$ cat src/rtl/tpu_pkg.sv
// tpu_pkg: shared run-state type and arithmetic helpers for TPU datapath blocks
package tpu_pkg;
  typedef enum logic [2:0] {IDLE, CLEAR, LOAD, DRAIN, DONE} run_state_t;
  function automatic int acc_width(input int width, input int n);
    return 2 * width + $clog2(n);
  endfunction
  function automatic logic signed [63:0] sat_relu(input logic signed [63:0] v, input int width, input logic relu);
    logic signed [63:0] hi, lo;
    hi = (64'sd1 <<< (width - 1)) - 64'sd1;
    lo = -(64'sd1 <<< (width - 1));
    return (relu && v < 64'sd0) ? 64'sd0 : (v > hi) ? hi : (v < lo) ? lo : v;
  endfunction
endpackage

$ cat src/rtl/pe_acc.sv
// pe_acc: one output-stationary PE, multiply-accumulate with registered a/b forwarding
module pe_acc import tpu_pkg::*; #(
  parameter int WIDTH = 8,
  parameter int ACC_WIDTH = acc_width(WIDTH, 2)
) (
  input  logic                        clk,
  input  logic                        clr,
  input  logic signed [WIDTH-1:0]     a,
  input  logic signed [WIDTH-1:0]     b,
  output logic signed [WIDTH-1:0]     a_fwd,
  output logic signed [WIDTH-1:0]     b_fwd,
  output logic signed [ACC_WIDTH-1:0] sum
);
  logic signed [ACC_WIDTH-1:0] acc;
  assign sum = acc + ACC_WIDTH'(a) * ACC_WIDTH'(b);
  // accumulate every cycle; idle cycles carry zeros so they add nothing
  always_ff @(posedge clk) begin
    acc   <= clr ? '0 : sum;
    a_fwd <= clr ? '0 : a;
    b_fwd <= clr ? '0 : b;
  end
endmodule

$ cat src/rtl/systolic_array_nxn.sv
// systolic_array_nxn: NxN output-stationary matmul with internal skew, run FSM and saturating output
module systolic_array_nxn import tpu_pkg::*; #(
  parameter int N = 2,
  parameter int WIDTH = 8,
  parameter int ACC_WIDTH = acc_width(WIDTH, N)
) (
  input  logic                 clk,
  input  logic                 rst,
  input  logic                 start,
  input  logic                 activation,
  input  logic [N*WIDTH-1:0]   a_col,
  input  logic [N*WIDTH-1:0]   b_row,
  input  logic                 in_valid,
  output logic                 in_ready,
  output logic [N*N*WIDTH-1:0] c_flat,
  output logic                 busy,
  output logic                 done
);
  localparam int CW = $clog2(2 * N);
  run_state_t state, state_nxt;
  logic [CW-1:0] cnt, cnt_nxt;
  logic act, xfer, clr, last_drain;
  logic signed [WIDTH-1:0] a_g [N], b_g [N], a_lead [N], b_lead [N];
  logic signed [WIDTH-1:0] a_sr [N][N], b_sr [N][N];
  logic signed [WIDTH-1:0] a_h [N][N], b_v [N][N];
  logic signed [ACC_WIDTH-1:0] sum [N][N];
  assign in_ready   = state == LOAD;
  assign busy       = state == CLEAR || state == LOAD || state == DRAIN;
  assign done       = state == DONE;
  assign xfer       = in_valid && in_ready;
  assign clr        = !rst || state == CLEAR;
  assign last_drain = state == DRAIN && cnt == CW'(2 * N - 3);
  // run sequencing: count beats in LOAD, then fixed-length drain until the farthest PE is fed
  always_comb begin
    state_nxt = state;
    cnt_nxt = cnt;
    case (state)
      IDLE:  state_nxt = start ? CLEAR : IDLE;
      CLEAR: begin
        state_nxt = LOAD;
        cnt_nxt = '0;
      end
      LOAD:  if (xfer) begin
        state_nxt = cnt == CW'(N - 1) ? DRAIN : LOAD;
        cnt_nxt = cnt == CW'(N - 1) ? '0 : cnt + 1'b1;
      end
      DRAIN: begin
        state_nxt = last_drain ? DONE : DRAIN;
        cnt_nxt = cnt + 1'b1;
      end
      DONE:  state_nxt = IDLE;
      default: state_nxt = IDLE;
    endcase
  end
  // state, beat/drain counter and the ReLU mode latched for the run
  always_ff @(posedge clk) begin
    if (!rst) begin
      state <= IDLE;
      cnt <= '0;
      act <= 1'b0;
    end else begin
      state <= state_nxt;
      cnt <= cnt_nxt;
      if (state == IDLE && start) act <= activation;
    end
  end
  // only accepted beats enter the array; everything else injects zeros
  always_comb
    for (int i = 0; i < N; i++) begin
      a_g[i] = xfer ? a_col[i*WIDTH +: WIDTH] : '0;
      b_g[i] = xfer ? b_row[i*WIDTH +: WIDTH] : '0;
    end
  // skew shift registers: lane i is tapped after i stages
  always_ff @(posedge clk)
    for (int i = 0; i < N; i++) begin
      a_sr[i][0] <= clr ? '0 : a_g[i];
      b_sr[i][0] <= clr ? '0 : b_g[i];
      for (int s = 1; s < N; s++) begin
        a_sr[i][s] <= clr ? '0 : a_sr[i][s-1];
        b_sr[i][s] <= clr ? '0 : b_sr[i][s-1];
      end
    end
  for (genvar i = 0; i < N; i++) begin : g_row
    if (i == 0) begin : g_head
      assign a_lead[i] = a_g[i];
      assign b_lead[i] = b_g[i];
    end else begin : g_skew
      assign a_lead[i] = a_sr[i][i-1];
      assign b_lead[i] = b_sr[i][i-1];
    end
    logic unused_edge;
    assign unused_edge = ^{a_h[i][N-1], b_v[N-1][i]};
    for (genvar j = 0; j < N; j++) begin : g_col
      logic signed [WIDTH-1:0] a_i, b_i;
      if (j == 0) begin : g_al
        assign a_i = a_lead[i];
      end else begin : g_an
        assign a_i = a_h[i][j-1];
      end
      if (i == 0) begin : g_bl
        assign b_i = b_lead[j];
      end else begin : g_bn
        assign b_i = b_v[i-1][j];
      end
      pe_acc #(.WIDTH(WIDTH), .ACC_WIDTH(ACC_WIDTH)) u_pe (
        .clk, .clr, .a(a_i), .b(b_i), .a_fwd(a_h[i][j]), .b_fwd(b_v[i][j]), .sum(sum[i][j])
      );
    end
  end
  // capture the final sums (including the last in-flight product) on the edge into DONE
  always_ff @(posedge clk)
    for (int i = 0; i < N; i++)
      for (int j = 0; j < N; j++)
        if (!rst) c_flat[(i*N+j)*WIDTH +: WIDTH] <= '0;
        else if (last_drain) c_flat[(i*N+j)*WIDTH +: WIDTH] <= WIDTH'(sat_relu(64'(sum[i][j]), WIDTH, act));
endmodule

$ cat config.mk
export PLATFORM = sky130hd
export DESIGN_NAME = systolic_array_nxn
export DESIGN_NICKNAME = d
export VERILOG_FILES = /design/src/rtl/tpu_pkg.sv /design/src/rtl/pe_acc.sv /design/src/rtl/systolic_array_nxn.sv
export SDC_FILE = /design/constraint.sdc
export NUM_CORES = 1
export LEC_CHECK = 0
export ABC_AREA = 1
export BUFFER_PORTS_ARGS = -buffer_cell sky130_fd_sc_hd__buf_2
export CAP_MARGIN = 30
export CORE_ASPECT_RATIO = 1.75
export CORE_MARGIN = 1.5
export CORE_UTILIZATION = 32
export CTS_CLUSTER_SIZE = 25
export DETAILED_ROUTE_END_ITERATION = 16
export SLEW_MARGIN = 20
export SYNTH_ARGS = -nofsm -noshare
export SYNTH_HDL_FRONTEND = slang
export SYNTH_HIERARCHICAL = 1
export SYNTH_SLANG_ARGS = --single-unit
$ cat constraint.sdc
create_clock -name clk -period 10 [get_ports clk]
set_input_delay 2 -clock clk [delete_from_list [all_inputs] [get_ports clk]]
set_output_delay 2 -clock clk [all_outputs]
set_load 0.02 [all_outputs]
**After elaboration in Yosys (flattened, before gate mapping)**

Memory sizes are Yosys's and may differ from the RTL's.
Index checks and enable logic that the tools add are counted.

- $add $sub $neg: 5
- $mul: 4
- Magnitude comparators: 12
- Equal/unequal tests: 6
- Multiplexer cells: 32
- Reductions and logical operators: 14

Operators with widths:

| operator | count |
|---|---|
| $mux 8 | 24 |
| $add 17x16->17 | 4 |
| $gt 17x8->1 const B | 4 |
| $lt 17x1->1 const B | 4 |
| $lt 17x8->1 const B | 4 |
| $mul 8x8->16 | 4 |
| $pmux 3 s4 | 1 |
| $logic_and 1x1->1 | 7 |
| $eq 3x2->1 const B | 2 |
| $mux 3 | 2 |
| $pmux 2 s3 | 1 |
| $mux 2 | 2 |
| $eq 3x1->1 const B | 1 |
| $eq 3x3->1 const B | 1 |
| $logic_not 3->1 | 1 |
| $logic_or 1x1->1 | 3 |
| $reduce_bool 3->1 | 1 |
| $add 2x1->2 const B | 1 |
| $eq 2x1->1 const B | 1 |
| $mux 1 | 2 |
| $ne 2x1->1 const B | 1 |
| $reduce_and 2->1 | 1 |
| $logic_not 1->1 | 1 |

- Bits in registers: 138
- Memory bits (writable): 64
- Input bits: 37
- Output and inout port bits: 35
- Logic and storage cells: 87
- Memories kept: 2

Memories:

| name | depth | bits a word | read ports | clocked after Yosys merged registers in | wr ports | RTL line | RTL |
|---|---|---|---|---|---|---|---|
| a_sr | 2 | 16 | 2 | 0 | 2 | systolic_array_nxn.sv:24 | `logic signed [WIDTH-1:0] a_sr [N][N], b_sr [N][N];` |
| b_sr | 2 | 16 | 2 | 0 | 2 | systolic_array_nxn.sv:24 |  |

**Depth between registers and ports, before layout**

Gate-level depths: netlist of run 1.

- Word-level depth: 9
- Gate-level depth with buffers: 36
- Depth with buffers taken out: 34

**Modules after synthesis**

Netlist of run 1, hierarchy kept.

Modules (own cells, without submodules):

| module | instances | cells each | area each (µm²) | seq. area each (µm²) |
|---|---|---|---|---|
| pe_acc at g_row[1].g_col[1].u_pe | 1 | 534 | 4,262.8 | 660.6 |
| pe_acc at g_row[1].g_col[0].u_pe | 1 | 537 | 4,259.1 | 660.6 |
| pe_acc at g_row[0].g_col[0].u_pe | 1 | 532 | 4,250.3 | 660.6 |
| pe_acc at g_row[0].g_col[1].u_pe | 1 | 528 | 4,216.5 | 660.6 |
| systolic_array_nxn | 1 | 402 | 2,743.9 | 1,081.0 |

**Worst setup path before layout of run 1**

No wires, ideal clock.

- Kind: input to register
- Start point: input in_valid
- End point: register c_flat[4]
- Setup time: 0.132 ns
- Arrival: 7.069 ns
- Data required time: 9.868 ns
- Slack: 2.798 ns
- Cell stages on the path: 28
- Buffers on the path: 2
- Cell sequence: inv_1 -> nor2_4 -> inv_2 -> buf_2 -> nor2_1 -> clkbuf_1 -> nand2_1 -> fa_1 -> fa_1 -> inv_1 -> fa_1 -> fa_1 -> fa_1 -> ha_1 -> a21oi_2 -> nand2_1 -> nand2_1 -> a21oi_2 -> nor2_1 -> nand2_1 -> nand2_1 -> inv_1 -> nor2_1 -> nand3_1 -> o21bai_1 -> nand2_1 -> nand2_1 -> a21oi_1

RTL lines:

| what | RTL line | RTL |
|---|---|---|
| start: declaration | systolic_array_nxn.sv:13 | `input logic in_valid,` |
| end signal: indexed assignment | systolic_array_nxn.sv:115 | `else if (last_drain) c_flat[(i*N+j)*WIDTH +: WIDTH] <= WIDTH'(sat_relu(64'(sum[i][j]), WIDTH, act));` |
| end: declaration | systolic_array_nxn.sv:15 | `output logic [N*N*WIDTH-1:0] c_flat,` |

==> metrics.md, run 1 <==
| Metric | Value |
|---|---|
| Outcome | finished clean |
| Die Footprint | 60500 µm² |
| Syn Nets | 2940 |
| Synth Cell Area | 18900 µm² |
| Max-Cap Viols | 0 |
| DR pass1 iterations | 5 |
| Post-Syn Instances | 2441 |
| Initial Utilization | 32.4% |
| Hold Violations, Final | 0 |
| Number of buffers created by CTS | 17 |
| GR Util met1 | 16.3% |
| Fraction of layout cells with a size suffix above 1 | 6.34% |
| Fmax | 131 MHz |
| Number of setup buffers added after CTS | 0 |
| Met3 Usage GRT | 1.91% |
| CP Class | input port to flop |
| Core Area | 58300 µm² |
| Largest net degree at the start of global routing | 68 |
| FP Rows | 117 |
| Detailed Place HPWL | 38.9 mm |
| CTS H-tree depth | 4 |
| GR peak layer | met2 |
| Antenna Cells | 0 |
| Syn Area/Cell | 7.73 µm² |
| Pleak | 12.1 nW |
| Antenna Nets Post-Route | 0 |
| Gr usage total | 16.4% |
| Max VDD drop | 0.122 mV |
| Global-route wire length before repair | 77.0 mm |
| Crit path arrival time | 7.94 ns |
| Critical Path Start Type | input port |
| Synthesis Warnings | 6 |
| # nets final | 2948 |
| Relative slew slack | 38.4% |
| Clk_lat worst skew | 0.47 ns |
| CP most frequent cell | inv_1 |
| CP Buf/Inv Count | 8 |
| Worst Tran Pin Value | 0.921 ns |
| Post-CTS Hold Buffers | 0 |
| Crit path largest cell delay | 0.52 ns |
| Vias | 14200 |
| HP Class | flop to flop |
| # IOs | 72 |
| Filler cell count | 6278 |
| Root buffer cell | clkbuf_16 |
| Routability cong. | 0.874 |
| Setup TNS Final | 0 ns |
| Via/cell ratio | 4.38 |
| Synth-to-Final Area Change | 8.44% |
| Crit-path leading delay family | adder cells |
| Final setup vio count | 0 |
| CTS tree | yes |
| Post-Route WL | 46.4 mm |
| Worst Clk Skew | 0.0125 ns |
| Post-route minimum period | 7.61 ns |
| Clock-pin slew on the worst setup and hold paths | 0.07 ns |
| Vias in the first global route | 15600 |
| Initial antenna violation count | 2 |
| Die W | 187 µm |
| Drt drc | 0 |
| Fin. max-slew vios | 0 |
| Crit-path max FO | 16 |
| Cell at the slowest stage of the critical path | fa_1 |
| Post_cts resized | 0 |
| Global route overflow | 0 |
| Final worst-path cycle share | 76.1% |
| Pwr/cell area | 74.7 nW/µm² |
| CP Data Required Time | 10.33 ns |
| I/O Buffers | 71 |
| Routing usage on met2 | 32.8% |
| CTS sink count | 154 |
| Die height | 324 µm |
| CP Capture Type | flop |
| RSZ-0062 raised after global routing | false |
| Deepest clock path buffer count | 2 |
| Total power | 1.53 mW |
| Violation count after the first detailed-route iteration | 519 |
| DR WL/cell | 14.4 µm |
report_power, final:
part | switching (mW) | leakage [nW] | internal [mW]
registers | 0.0147 | 1.24 | 0.622
clock network | 0.306 | 0.300 | 0.405
logic | 0.123 | 10.6 | 0.0565
metal layers:
metal / share of wire, % / wire (µm)
met5: 0 / 0
met4: 5.3 / 2480
met3: 2.9 / 1330
met2: 56 / 25900
met1: 36 / 16700
metrics by stage:
| step | setup WS (ns) | hold WS (ns) | std cells | util, % | cell area, µm² |
|---|---|---|---|---|---|
| after floorplan | 2.80 | 0.522 | 2441 | - | 18900 |
| after global placement | 2.09 | 0.452 | 3203 | 34.0 | 19800 |
| after detailed placement | 1.99 | 0.456 | 3203 | 34.0 | 19800 |
| after CTS | 2.47 | 0.468 | 3235 | 35.1 | 20500 |
| after global routing | 1.93 | 0.481 | 3235 | 35.1 | 20500 |
| final | 2.39 | 0.463 | 3235 | 35.1 | 20500 |
worst min-delay path: stages (launching register included):
cell and delay (ns):
dfxtp_1 0.31, nand2_1 0.06, a21oi_1 0.05
cells in the final DEF (no fill, tap or decap), types with 8 or more instances in the layout:
| cell type | count |
|---|---|
| nand2_1 | 553 |
| fa_1 | 304 |
| clkbuf_16 | 17 |
| inv_1 | 691 |
| o21ai_0 | 25 |
| dfxtp_1 | 154 |
| a21oi_1 | 62 |
| nand3_1 | 65 |
| nor3_1 | 10 |
| xnor2_1 | 12 |
| xor2_1 | 26 |
| buf_2 | 71 |
| o21bai_1 | 8 |
| nor2_4 | 14 |
| nand2_2 | 8 |
| nor2_1 | 212 |
| ha_1 | 158 |
flip-flops by register name (all words and copies together) (netlist names):
register                count
cnt                         2
g_row.g_col.u_pe/acc       68
a_sr                        8
g_row.g_col.u_pe/a_fwd     16
b_sr                        8
c_flat                     32
g_row.g_col.u_pe/b_fwd     16
state                       3
act                         1
path summary, 6_finish.rpt:
check / slack [ns] / depth (start not counted) / to / start
min reg2reg: 0.46 / 2 / c_flat[23] / c_flat[23]
min: 0.46 / 2 / c_flat[23] / c_flat[23]
max: 2.39 / 28 / c_flat[2] / in_valid
max reg2reg: 3.38 / 28 / c_flat[2] / state[2]
final cells by class:
cell class	instances	area, µm²	area share, %
Multi-Input combinational cell	1505	12800	62.5
Sequential cell	154	3080	15.1
Inverter	698	2620	12.8
Tap cell	773	967	4.73
Clock buffer	18	439	2.15
Timing Repair Buffer	73	370	1.81
Clock inverter	14	183	0.893
Note: power is estimated with default switching activity, not from simulation.
==> inputs of run 2 (changes only) <==
==> constraint.sdc (replaced) <==
create_clock -name clk -period 7.05 [get_ports clk]
set_input_delay 1.41 -clock clk [delete_from_list [all_inputs] [get_ports clk]]
set_output_delay 1.41 -clock clk [all_outputs]
set_load 0.02 [all_outputs]
==> run 2 against run 1 <==
Compared with the run above: combinational power increased by 46%; first-iteration DRC count decreased by 10%; clock skew increased by 0.0013 ns; clock-buffer cell count grew 1; non-clock buffer count up 21.
==> metrics.md, run 2 (synthesis results as in run 1) <==
| Metric | Value |
|---|---|
| Number of buffers created by CTS | 17 (unchanged) |
| Pwr/cell area | 108 nW/µm² (+45%) |
| CTS tree | yes |
| Synth-to-Final Area Change | 9.50% |
| # nets final | 2969 (+0.71%) |
| Max-Cap Viols | 0 (unchanged) |
| Total power | 2.24 mW (+46%) |
| Largest register FFs | 68 (unchanged) |
| Post-layout instance area | 20700 µm² (+0.98%) |
| Largest net degree at the start of global routing | 74 (+8.8%) |
| Post-route minimum period | 6.60 ns |
| Fin. max-slew vios | 0 (unchanged) |
| Routability cong. | 0.889 (+1.7%) |
| Max VDD drop | 0.178 mV (+46%) |
| Clk_lat worst skew | 0.46 ns (about the same) |
| Crit path largest cell delay | 0.52 ns (about the same) |
| RSZ-0062 raised after global routing | false |
| Antenna Nets Post-Route | 0 (unchanged) |
| Global-route wire length before repair | 77.1 mm (+0.12%) |
| CTS sink count | 154 (unchanged) |
| Worst Clk Skew | 0.0137 ns (+0.00126 ns) |
| Biggest register | g_row.g_col.u_pe/acc |
| HP Class | flop to flop |
| DR pass1 iterations | 8 (+3) |
| Crit-path max FO | 16 (unchanged) |
| Global route overflow | 0 (unchanged) |
| CP Class | input port to flop |
| Deepest clock path buffer count | 2 (unchanged) |
| Initial antenna violation count | 0 (-2) |
| Fin util | 35.5% (+0.34 points) |
| Worst min-delay path startpoint | c_flat[24] |
| Violation count after the first detailed-route iteration | 465 (-10%) |
| Commonest cells after routing, fill and taps aside | inv_1 (691), nand2_1 (553), fa_1 (304) |
| Fmax | 151 MHz |
| Worst Tran Pin Value | 0.928 ns (+0.00718 ns) |
| Post-CTS Hold Buffers | 0 (unchanged) |
| CP most frequent cell | inv_1 |
| Outcome | finished clean |
| # IOs | 72 (unchanged) |
| Flop2flop setup slack | 0.86 ns (-2.52 ns) |
| CP Capture Type | flop |
| Die W | 187 µm (unchanged) |
| Core Area | 58300 µm² (unchanged) |
| Drt drc | 0 (unchanged) |
| Pleak | 12.3 nW (+1.1%) |
| Initial Utilization | 32.4% (unchanged) |
| Fraction of layout cells with a size suffix above 1 | 7.13% (+0.80 points) |
| Endpoint, Worst Hold | c_flat[24] |
| Placement Cell Area | 20000 µm² (+0.79%) |
| Dpl cells | 3224 (+0.66%) |
| Hold path cells | 2 (unchanged) |
| DR WL/cell | 14.1 µm (-1.9%) |
| Setup TNS Final | 0 ns (unchanged) |
| Biggest regs | g_row.g_col.u_pe/acc x68, c_flat x32 |
| Final worst-path cycle share | 93.7% |
| Number of setup buffers added after CTS | 0 (unchanged) |
| Via/cell ratio | 4.38 (about the same) |
| Die Footprint | 60500 µm² (unchanged) |
| Final cell count without fillers | 3255 (+0.62%) |
| Relative slew slack | 37.9% (-0.48 points) |
| FP Rows | 117 (unchanged) |
| Root buffer cell | clkbuf_16 |
| Detailed Place HPWL | 38.4 mm (-1.2%) |
| Gr usage total | 16.4% (-0.053 points) |
| Vias | 14300 (+0.64%) |
| Most common cell after layout, fill and taps aside | inv_1 |
| Clock-pin slew on the worst setup and hold paths | 0.07 ns (about the same) |
| Die height | 324 µm (unchanged) |
| Cell at the slowest stage of the critical path | fa_1 |
| Reg-to-reg startpoint | state[2] |
| CTS H-tree depth | 4 (unchanged) |
| Crit path arrival time | 6.99 ns (-0.95 ns) |
| Crit Reg-Reg Endpoint | c_flat[2] |
| CP Data Required Time | 7.43 ns (-2.90 ns) |
| Worst r2r path cells | 29 (+3.6%) |
| Hold Violations, Final | 0 (unchanged) |
| I/O Buffers | 71 (unchanged) |
| Critical Path Start Type | input port |
| Post_cts resized | 0 (unchanged) |
| Final setup vio count | 0 (unchanged) |
| Vias in the first global route | 15500 (-0.56%) |
| Post-Route WL | 45.8 mm (-1.3%) |
| Antenna Cells | 0 (unchanged) |
==> run 2: changes by cell type in the layout (fill, tap and decap cells not counted), sizes merged <==
cell | before | now
clkbuf | 18 | 19
buf | 73 | 94
inv | 699 | 696
bufinv | 3 | 5
clkinv | 8 | 9
clkinvlp | 2 | 0
==> run 2: final cells by class <==
class,instances,area [µm²]
fill,6301,37600
clock inverter,12,211
multi-input combinational,1505,12800
inverter,698,2620
timing repair buffer,94,528
tap,773,967
clock buffer,19,453
sequential,154,3080
==> run 2: metal layers <==
metal / track usage [%] / vias to the layer above / wire (µm)
li1: - / 7017 / -
met1: 16.5 / 6881 / 16800
met4: 9.07 / 0 / 2540
met5: 0 / - / 0
met3: 2.06 / 112 / 1180
met2: 32.3 / 243 / 25300
==> run 2: report_power, final <==
group | internal (mW) | switching, mW
registers | 0.883 | 0.0199
clock network | 0.650 | 0.422
logic | 0.0866 | 0.175
total | 1.62 | 0.618
==> run 2: worst max-delay path by stage <==
| stage | start | depth (start not counted) | slack [ns] | end |
|---|---|---|---|---|
| after CTS | in_valid | 29 | 0.48 | c_flat[4] |
| after detailed placement | in_valid | 29 | 0.004 | c_flat[4] |
| after global placement | in_valid | 29 | 0.11 | c_flat[3] |
| final | in_valid | 29 | 0.45 | c_flat[2] |
| after global routing | in_valid | 29 | 0.002 | c_flat[4] |
| after floorplan | in_valid | 28 | 0.44 | c_flat[4] |
==> run 2: worst max-delay path, delay by kind of cell <==
family                   cells  cell delay [ns]
adder cells (fa/ha/maj)      6             2.62
AND/OR/NAND/NOR             11             1.30
buffers and inverters        9             0.96
AO/OA/AOI/OAI                3             0.69
==> run 2: stage by stage <==
| step | hold WS [ns] | worst slack [ns] |
|---|---|---|
| 2_1_floorplan | 0.522 | 0.438 |
| 3_3_place_gp | 0.454 | 0.109 |
| 3_5_place_dp | 0.455 | 0.00353 |
| 4_1_cts | 0.466 | 0.484 |
| 5_1_grt | 0.483 | 0.00191 |
| 6_report | 0.462 | 0.445 |
==> inputs of run 3 (changes only) <==
--- a/config.mk
+++ b/config.mk
@@ -9,10 +9,11 @@
 export BUFFER_PORTS_ARGS = -buffer_cell sky130_fd_sc_hd__buf_2
 export CAP_MARGIN = 30
 export CORE_ASPECT_RATIO = 1.75
-export CORE_MARGIN = 1.5
-export CORE_UTILIZATION = 32
+export CORE_MARGIN = 5
+export CORE_UTILIZATION = 55
 export CTS_CLUSTER_SIZE = 25
 export DETAILED_ROUTE_END_ITERATION = 16
+export PLACE_DENSITY = 0.72
 export SLEW_MARGIN = 20
 export SYNTH_ARGS = -nofsm -noshare
 export SYNTH_HDL_FRONTEND = slang
==> run 3 against run 2 <==
Compared with the run above: clock power shrank 10%; global-route usage rose by 7.6 points; power shrank 5.1%; cell count decreased by 9.6%; clock-buffer cell count fell by 2; clock skew increased by 0.0020 ns; fmax rose by 0.76%; first-iteration DRC count rose by 24%; worst setup slack better by 0.050 ns; critical path depth did not move; worst hold slack better by 0.0010 ns; critical path type unchanged; critical endpoint is now c_flat[4].
==> metrics.md, run 3 (synthesis results as in run 1) <==
| Metric | Value |
|---|---|
| Crit path largest cell delay | 0.51 ns (about the same) |
| Pleak | 12.3 nW (-0.13%) |
| RSZ-0062 raised after global routing | false |
| Endpoint, Worst Hold | c_flat[30] |
| Max VDD drop | 0.166 mV (-6.8%) |
| HP Class | flop to flop |
| CP Data Required Time | 7.44 ns (about the same) |
| Worst min-delay path startpoint | c_flat[30] |
| Die height | 255 µm (-21%) |
| Worst Tran Pin Value | 0.958 ns (+0.0295 ns) |
| Cell at the slowest stage of the critical path | fa_1 |
| Initial Utilization | 55.7% (+23 points) |
| Crit Reg-Reg Endpoint | c_flat[4] |
| Final setup vio count | 0 (unchanged) |
| Violation count after the first detailed-route iteration | 575 (+24%) |
| CP Class | input port to flop |
| Relative slew slack | 36.2% (-1.7 points) |
| Final cell count without fillers | 2942 (-9.6%) |
| Number of buffers created by CTS | 17 (unchanged) |
| Hold Violations, Final | 0 (unchanged) |
| Core Area | 33900 µm² (-42%) |
| GR peak layer | met2 |
| Drt drc | 0 (unchanged) |
| Detailed Place HPWL | 35.9 mm (-6.5%) |
| Fraction of layout cells with a size suffix above 1 | 7.28% (+0.15 points) |
| Met3 Usage GRT | 2.85% (+0.79 points) |
| Largest net degree at the start of global routing | 86 (+16%) |
| Reg-to-reg startpoint | state[2] |
| CP Buf/Inv Count | 9 (unchanged) |
| FP Rows | 89 (-24%) |
| Global-route wire length before repair | 73.0 mm (-5.3%) |
| GR Util met1 | 25.2% (+8.7 points) |
| Dpl cells | 2910 (-9.7%) |
| Worst r2r path cells | 29 (unchanged) |
| Post_cts resized | 0 (unchanged) |
| Deepest clock path buffer count | 2 (unchanged) |
| Crit-path max FO | 16 (unchanged) |
| Initial antenna violation count | 0 (unchanged) |
| Routing usage on met2 | 46.7% (+14 points) |
| Post-CTS Hold Buffers | 0 (unchanged) |
| Flop2flop setup slack | 0.94 ns (+0.08 ns) |
| DR WL/cell | 14.4 µm (+2.6%) |
| Multi-input logic area | 12800 µm² (unchanged) |
| CTS tree | yes |
| Antenna Cells | 0 (unchanged) |
| Pwr/cell area | 105 nW/µm² (-3.2%) |
| CTS sink count | 154 (unchanged) |
| Max-Cap Viols | 0 (unchanged) |
| Outcome | finished clean |
| Filler cell count | 3114 (-51%) |
| Register Area | 3080 µm² (unchanged) |
| Worst Clk Skew | 0.0158 ns (+0.00205 ns) |
| Fin. max-slew vios | 0 (unchanged) |
| Biggest regs | g_row.g_col.u_pe/acc x68, c_flat x32 |
| Commonest cells after routing, fill and taps aside | inv_1 (691), nand2_1 (553), fa_1 (304) |
| Crit path arrival time | 6.94 ns (-0.05 ns) |
| Fmax | 153 MHz (+0.76%) |
| Vias in the first global route | 15700 (+1.2%) |
| Gr usage total | 24.0% (+7.6 points) |
| Place WS | 0.0483 ns (+0.0448 ns) |
| Global route overflow | 0 (unchanged) |
| Root buffer cell | clkbuf_16 |
| Most common cell after layout, fill and taps aside | inv_1 |
| Vias | 14300 (+0.37%) |
| Critical Path Start Type | input port |
| Routability cong. | 0.916 (+3.1%) |
| Antenna Nets Post-Route | 0 (unchanged) |
| Hold path cells | 2 (unchanged) |
| # IOs | 72 (unchanged) |
| DR pass1 iterations | 5 (-3) |
| Number of setup buffers added after CTS | 0 (unchanged) |
| # nets final | 2973 (+0.13%) |
| Largest register FFs | 68 (unchanged) |
| I/O Buffers | 71 (unchanged) |
| Clock-pin slew on the worst setup and hold paths | 0.07 ns (about the same) |
| Die Footprint | 38300 µm² (-37%) |
| Biggest register | g_row.g_col.u_pe/acc |
| Post-Route WL | 42.5 mm (-7.2%) |
| Via/cell ratio | 4.86 (+11%) |
| Final worst-path cycle share | 93.0% (-0.71 points) |
| Final worst setup slack | 0.495 ns (+0.0498 ns) |
| Post-route minimum period | 6.56 ns (-0.0498 ns) |
| Die W | 150 µm (-20%) |
| CP most frequent cell | inv_1 |
| Crit-path leading delay family | adder cells |
| Synth-to-Final Area Change | 7.27% |
| CP Capture Type | flop |
| Setup TNS Final | 0 ns (unchanged) |
| CTS H-tree depth | 4 (unchanged) |
| Clk_lat worst skew | 0.45 ns (about the same) |
==> run 3: cell types whose count changed in the layout (fill, tap and decap cells not counted), moves of 3 or more <==
cell       change
inv_6          +3
buf_4          +3
bufinv_16      -4
inv_8          +4
clkinv_4       -4
==> run 3: stage by stage <==
step	utilization [%]	power (mW)	cell area (µm²)	hold slack, ns
global route	59.8	2.22	20200	0.484
floorplan	-	1.10	18900	0.522
global placement	58.0	1.18	19600	0.451
detailed placement	58.0	1.18	19600	0.453
finish	59.8	2.12	20200	0.463
CTS	59.8	2.15	20200	0.464
==> run 3: where the power goes <==
| group | switching (mW) | leakage, nW | internal [mW] |
|---|---|---|---|
| Clock | 0.454 | 0.289 | 0.507 |
| Sequential | 0.0189 | 1.24 | 0.882 |
| Combinational | 0.172 | 10.7 | 0.0883 |
| Total | 0.645 | 12.3 | 1.48 |
==> run 3: area by class of cell <==
cell class	count	area share (%)
multi-input combinational	1505	63.2
sequential	154	15.2
inverter	698	12.9
timing repair buffer	98	2.82
tap	455	2.81
clock buffer	17	2.10
clock inverter	15	0.865
==> run 3: worst min-delay path, stage by stage (launching register included) <==
cell,delay (ns)
dfxtp_1,0.31
nand2_1,0.06
a21oi_1,0.05
==> run 3: metal layers <==
metal	part of all wire, %	up-vias
met1	36	6908
met2	56	267
met4	4.6	0
li1	-	7021
met5	0	-
met3	2.7	110
==> run 3: worst max-delay path by stage <==
stage | startpoint | end | slack (ns) | depth (start not counted)
after floorplan | in_valid | c_flat[4] | 0.44 | 28
after global placement | in_valid | c_flat[3] | 0.20 | 27
after detailed placement | in_valid | c_flat[3] | 0.05 | 29
after CTS | in_valid | c_flat[3] | 0.51 | 29
after global routing | in_valid | c_flat[4] | 0.06 | 29
final | in_valid | c_flat[4] | 0.49 | 29
